[src/rtl/cpu_seq_pkg.sv]
// Shared definitions for the instruction sequencer.
//   seq_state_t  : sequencer state encoding
//   PC_WIDTH_DEF : default PC / branch-offset width
//   PC_RESET     : PC value after reset
//   IR_RESET     : instruction register value after reset
//   dec_flags_t  : decoder outputs captured in EXEC and used in WB
package cpu_seq_pkg;

  localparam int         PC_WIDTH_DEF = 8;
  localparam int         PC_RESET     = 0;
  localparam logic [7:0] IR_RESET     = 8'h00;

  typedef enum logic [2:0] {
    S_IDLE,
    S_FETCH,
    S_DECODE,
    S_EXEC,
    S_MEM,
    S_WB,
    S_HALT,
    S_ERR
  } seq_state_t;

  typedef struct packed {
    logic regwrite;
    logic cbwrite;
    logic branchf;
    logic branchb;
  } dec_flags_t;

endpackage

[src/rtl/seq_wait_timer.sv]
// MEM-state timeout counter.
//   clock_i, reset_n_i : clock, asynchronous active-low reset
//   clear_i            : load LOAD_VAL-1 (issued on the way into MEM)
//   enable_i           : count down one step (a MEM cycle without ack)
//   expired_o          : count has reached zero
// After a clear, expired_o rises in the LOAD_VAL-th counted cycle, so the
// owner sees exactly LOAD_VAL MEM cycles before giving up.
module seq_wait_timer #(
  parameter int LOAD_VAL = 15
) (
  input  logic clock_i,
  input  logic reset_n_i,
  input  logic clear_i,
  input  logic enable_i,
  output logic expired_o
);

  logic [7:0] count_q, count_d;

  always_comb begin
    count_d = count_q;
    if (clear_i) begin
      count_d = 8'(LOAD_VAL - 1);
    end else if (enable_i && (count_q != 8'd0)) begin
      count_d = count_q - 8'd1;
    end
  end

  always_ff @(posedge clock_i or negedge reset_n_i) begin
    if (!reset_n_i) begin
      count_q <= 8'd0;
    end else begin
      count_q <= count_d;
    end
  end

  assign expired_o = (count_q == 8'd0);

endmodule

[src/rtl/instr_sequencer.sv]
// Multi-cycle sequencer for the 8-bit core: owns the PC and the instruction
// register, steps FETCH -> DECODE -> EXEC -> [MEM] -> WB, and computes the
// next PC (sequential, forward or backward branch, modulo 2^PC_WIDTH).
//
// Ports:
//   clock_i, reset_n_i           : clock, asynchronous active-low reset
//   start_i, start_pc_i          : start pulse and initial PC (IDLE only)
//   imem_req_o/valid_i/rdata_i   : instruction fetch handshake
//   pc_o, instruction_o          : current PC, instruction register
//   decode_en_o                  : decoder sampling cycle
//   memread_i .. done_i          : decoder outputs, sampled in EXEC
//   branch_offset_i              : unsigned branch distance
//   dmem_req_o, dmem_ack_i       : data-memory handshake
//   reg_we_o, cb_we_o            : write enables, pulsed in WB
//   busy_o, halted_o, error_o    : status
//
// Optional build macro SEQ_PERF_COUNT_EN adds instr_count_o[15:0], a
// saturating count of completed (WB) instructions.
//
// Every output is a decode of registered state, so there is no
// combinational path from any input to any output.
module instr_sequencer
  import cpu_seq_pkg::*;
#(
  parameter int PC_WIDTH     = PC_WIDTH_DEF,
  parameter int MEM_WAIT_MAX = 15
) (
  input  logic                clock_i,
  input  logic                reset_n_i,
  input  logic                start_i,
  input  logic [PC_WIDTH-1:0] start_pc_i,
  output logic                imem_req_o,
  input  logic                imem_valid_i,
  input  logic [7:0]          imem_rdata_i,
  output logic [PC_WIDTH-1:0] pc_o,
  output logic [7:0]          instruction_o,
  output logic                decode_en_o,
  input  logic                memread_i,
  input  logic                memwrite_i,
  input  logic                regwrite_i,
  input  logic                cbwrite_i,
  input  logic                branchf_i,
  input  logic                branchb_i,
  input  logic                done_i,
  input  logic [PC_WIDTH-1:0] branch_offset_i,
  output logic                dmem_req_o,
  input  logic                dmem_ack_i,
  output logic                reg_we_o,
  output logic                cb_we_o,
  output logic                busy_o,
  output logic                halted_o,
  output logic                error_o
`ifdef SEQ_PERF_COUNT_EN
  ,
  output logic [15:0]         instr_count_o
`endif
);

  seq_state_t          state_q, state_d;
  logic [PC_WIDTH-1:0] pc_q, pc_d;
  logic [7:0]          ir_q, ir_d;
  dec_flags_t          flags_q, flags_d;
  logic                timer_clear, timer_en, timer_expired;

  seq_wait_timer #(
    .LOAD_VAL (MEM_WAIT_MAX)
  ) u_wait_timer (
    .clock_i   (clock_i),
    .reset_n_i (reset_n_i),
    .clear_i   (timer_clear),
    .enable_i  (timer_en),
    .expired_o (timer_expired)
  );

  always_comb begin
    state_d     = state_q;
    pc_d        = pc_q;
    ir_d        = ir_q;
    flags_d     = flags_q;
    timer_clear = 1'b0;
    timer_en    = 1'b0;
    case (state_q)
      S_IDLE: begin
        if (start_i) begin
          pc_d    = start_pc_i;
          state_d = S_FETCH;
        end
      end
      S_FETCH: begin
        if (imem_valid_i) begin
          ir_d    = imem_rdata_i;
          state_d = S_DECODE;
        end
      end
      S_DECODE: state_d = S_EXEC;
      S_EXEC: begin
        // Decoder outputs are captured here so WB drives its enables from
        // flops rather than from live decoder inputs.
        flags_d.regwrite = regwrite_i;
        flags_d.cbwrite  = cbwrite_i;
        flags_d.branchf  = branchf_i;
        flags_d.branchb  = branchb_i;
        if (done_i) begin
          state_d = S_HALT;
        end else if (memread_i || memwrite_i) begin
          timer_clear = 1'b1;
          state_d     = S_MEM;
        end else begin
          state_d = S_WB;
        end
      end
      S_MEM: begin
        // Ack is tested first so it wins over a timeout in the same cycle.
        if (dmem_ack_i) begin
          state_d = S_WB;
        end else if (timer_expired) begin
          state_d = S_ERR;
        end else begin
          timer_en = 1'b1;
        end
      end
      S_WB: begin
        if (flags_q.branchf) begin
          pc_d = pc_q + branch_offset_i;
        end else if (flags_q.branchb) begin
          pc_d = pc_q - branch_offset_i;
        end else begin
          pc_d = pc_q + PC_WIDTH'(1);
        end
        state_d = S_FETCH;
      end
      S_HALT, S_ERR: state_d = state_q;
      default:       state_d = S_IDLE;
    endcase
  end

  always_ff @(posedge clock_i or negedge reset_n_i) begin
    if (!reset_n_i) begin
      state_q <= S_IDLE;
      pc_q    <= PC_WIDTH'(PC_RESET);
      ir_q    <= IR_RESET;
      flags_q <= '0;
    end else begin
      state_q <= state_d;
      pc_q    <= pc_d;
      ir_q    <= ir_d;
      flags_q <= flags_d;
    end
  end

  assign pc_o          = pc_q;
  assign instruction_o = ir_q;
  assign imem_req_o    = (state_q == S_FETCH);
  assign decode_en_o   = (state_q == S_DECODE);
  assign dmem_req_o    = (state_q == S_MEM);
  assign reg_we_o      = (state_q == S_WB) && flags_q.regwrite;
  assign cb_we_o       = (state_q == S_WB) && flags_q.cbwrite;
  assign halted_o      = (state_q == S_HALT);
  assign error_o       = (state_q == S_ERR);
  assign busy_o        = (state_q != S_IDLE) && (state_q != S_HALT) &&
                         (state_q != S_ERR);

`ifdef SEQ_PERF_COUNT_EN
  logic [15:0] count_q, count_d;

  always_comb begin
    count_d = count_q;
    if ((state_q == S_IDLE) && start_i) begin
      count_d = 16'd0;
    end else if ((state_q == S_WB) && (count_q != 16'hFFFF)) begin
      count_d = count_q + 16'd1;
    end
  end

  always_ff @(posedge clock_i or negedge reset_n_i) begin
    if (!reset_n_i) begin
      count_q <= 16'd0;
    end else begin
      count_q <= count_d;
    end
  end

  assign instr_count_o = count_q;
`else
  // Performance counter not built.
`endif

endmodule

[config.mk]
export PLATFORM = sky130hd
export DESIGN_NAME = instr_sequencer
export DESIGN_NICKNAME = d
export VERILOG_FILES = /design/src/rtl/cpu_seq_pkg.sv /design/src/rtl/seq_wait_timer.sv /design/src/rtl/instr_sequencer.sv
export SDC_FILE = /design/constraint.sdc
export NUM_CORES = 1
export LEC_CHECK = 0
export ABC_AREA = 0
export BUFFER_PORTS_ARGS = -buffer_cell sky130_fd_sc_hd__buf_4
export CORE_MARGIN = 3
export CORE_UTILIZATION = 35
export DETAILED_ROUTE_END_ITERATION = 7
export PLACE_DENSITY = 0.6
export SYNTH_ARGS = -nofsm -noshare
export SYNTH_HDL_FRONTEND = slang
export SYNTH_SLANG_ARGS = --single-unit
[constraint.sdc]
create_clock -name clock_i -period 4.45 [get_ports clock_i]
set_clock_uncertainty 0.2 [all_clocks]
set_input_delay 0.89 -clock clock_i [delete_from_list [all_inputs] [get_ports clock_i]]
set_output_delay 0.89 -clock clock_i [all_outputs]
set_load 0.05 [all_outputs]
==> impl_metrics.tcl <==
set metrics [dict create \
    min_path_type "reg -> reg" \
    clk_pin_slew_ns 0.07 \
    cp_max_fo 4 \
    nets 317 \
    tritoncts "yes" \
    io_buffers 59 \
    total_power_mw 2.19 \
    clock_latency_ns 0.28 \
    r2r_end "pc_o[7]" \
    synth_seq_cells 31 \
    status "complete, no violations" \
    required_ns 4.41 \
    p_leak_nw 1.23 \
    cts.htree.levels 2 \
    cts_buffers 5 \
    r2r-start "flags_q[0]" \
    cts_max_path_buffers 2 \
    synthFlopType "dfrtp_1" \
    hpwl_um 3630 \
    grt_max_degree 32 \
    cts_resized 0 \
    initial_core_util_pct 37.6 \
    grt_overflow_total 0 \
    ys_types 55 \
    postRouteAntennaNets 0 \
    wl_um 4820 \
    floorplan.die_area_um2 7150 \
    synth_area_leaders "dfrtp_1 36%, mux2_2 8.9%, ha_1 6.9%" \
    fp.dieW_um 84.6 \
    cts_setup_buffers 0 \
    relSlewSlack_pct 59.2 \
    yosysSeqAreaShare_pct 35.9 \
    cp.arrival_ns 3.34 \
    track_usage_pct 13.5 \
    peakVddDrop_mv 0.494 \
    antenna_found_initial 0 \
    critPathLaunch "branch_offset_i[1]" \
    cts_root_buf "clkbuf_8" \
    cts_sinks 31 \
    setup_viol 0 \
    syn_to_final_growth_pct 28.4 \
    post-route-period-util_pct 75.9 \
    row_count 27 \
    period_needed_ns 3.38 \
    crit_end "pc_o[7]" \
    avgSynthCellArea_um2 10.1 \
    io_pins 60 \
    viasPerCell 5.18 \
    wl_per_cell_um 14.1 \
    drtIter0Drc 55 \
    synth_edf_count 0 \
    synth_cells 213 \
    first_pass_iters 4 \
    core-area_um2 5740 \
    critical_path_class "in -> reg" \
    ff2ff_path_depth 11 \
    grt_pass1_wl_um 8020 \
    yosysTopAreaCellShare_pct 35.9 \
    fmax_ghz 0.296 \
    tightest_slew_ns 0.608 \
    yosysTopAreaCell "dfrtp_1" \
    yosys_warnings 0 \
    cp-start-kind "input pin" \
    hold_violations 0 \
    grt_pass1_vias 1643 \
    maxCapViolations 0 \
    syn_area_um2 2160 \
    cts_hold_buf 0 \
    utilization_pct 48.3 \
    min_path_cells 1 \
    synth_nets 262 \
    final_layout_size_suffix_gt1_share_pct 38.7 \
    slew_violations 0 \
    routabilityCongestion 0.748 \
    ff2ff_setup_slack_ns 1.13 \
    p_per_area_nw_per_um2 790 \
    fin_tns_setup_ns 0 \
    fp.dieH_um 84.6 \
    async_flop_share_pct 100 \
    rsz0062_at_grt "no" \
    route.vias.total 1765 \
    drc 0 \
    antenna_cells_inserted 0 \
    endpoint_kind "register" \
]
==> power breakdown <==
group	switching (mW)	internal [mW]	total [mW]
clock	0.104	0.181	0.285
sequential	0.186	0.414	0.600
combinational	0.767	0.539	1.31
==> layout by cell type (no fill, tap or decap), drive strengths merged, types with 7 or more instances in the layout <==
cell,Yosys,layout
a21oi,12,12
buf,6,61
dfrtp,31,31
ha,12,12
mux2,17,17
mux2i,7,7
nand2,12,12
nor2,12,12
nor4,8,8
o21ai,11,11
xnor2,7,7
==> how the worst min path moves through the flow <==
stage / slack (ns) / startpoint / endpoint
after floorplan: 0.27 / flags_q[2] / flags_q[2]
after CTS: 0.30 / flags_q[2] / flags_q[2]
after global placement: 0.28 / flags_q[3] / flags_q[3]
after global routing: 0.31 / flags_q[2] / flags_q[2]
after detailed placement: 0.29 / flags_q[2] / flags_q[2]
final: 0.30 / flags_q[2] / flags_q[2]
==> cells by family (layout without fill, tap and decap cells) <==
family | after synthesis | count (layout) | synth area share (%)
AOI/OAI and AO/OA | 42 | 42 | 13.0
muxes | 24 | 24 | 12.1
adders and majority gates | 13 | 13 | 7.87
and+or+nand+nor | 77 | 77 | 24.3
xor gates and xnor gates | 8 | 8 | 3.24
buffers and inverters | 18 | 74 | 3.59
DFF | 31 | 31 | 35.9
==> metrics by stage <==
step | setup slack [ns] | std cells | area [um^2] | hold slack, ns
floorplan | 1.07 | 213 | 2160 | 0.271
global placement | 0.863 | 333 | 2660 | 0.279
detailed placement | 0.806 | 333 | 2660 | 0.288
CTS | 1.09 | 341 | 2770 | 0.303
global route | 0.909 | 341 | 2770 | 0.311
finish | 1.07 | 341 | 2770 | 0.302
==> sequential cells by signal, summed over array words and instances (netlist names) <==
register / cells
flags_q: 4
instruction_o: 8
state_q: 3
pc_o: 8
u_wait_timer.count_q: 8
==> per-layer routing <==
metal  track usage, %  share of wire (%)  vias up
li1                 -                  -      888
met1             19.3                 48      817
met3             3.63                6.9        6
met5                0                  0        -
met4             3.31               0.81        0
met2             20.1                 44       54
==> synth_stat cells (2+ instances only) <==
cell	instances
a21o_1	2
a21oi_1	12
and2_1	3
and3b_1	3
buf_2	5
clkbuf_1	7
dfrtp_1	31
ha_1	12
inv_1	5
mux2_2	17
mux2i_1	7
nand2_1	12
nand3_1	3
nand3b_1	3
nor2_1	12
nor2b_1	5
nor3_1	5
nor3b_1	3
nor4_1	6
nor4_4	2
o21a_1	2
o21ai_0	11
o21bai_1	3
o31ai_1	2
or3_1	3
or3_4	2
xnor2_1	7
==> final cells by class <==
type / count / area (um^2)
clock buffer: 6 / 82.6
clock inverter: 2 / 35.0
fill: 550 / 2970
inverter: 5 / 18.8
multi-input combinational: 164 / 1310
sequential: 31 / 776
tap: 72 / 90.1
timing repair buffer: 61 / 458
==> critical path: stages <==
cell and delay, ns:
buf_4 0.11, nor2b_1 0.06, ha_1 0.22, and4bb_2 0.24
or4b_2 0.60, nand2_1 0.08, ha_1 0.27, nor4_1 0.29
a21oi_1 0.07, o21a_1 0.13, a211oi_2 0.18, and3b_1 0.19
Power figures use the tool's default switching activity.
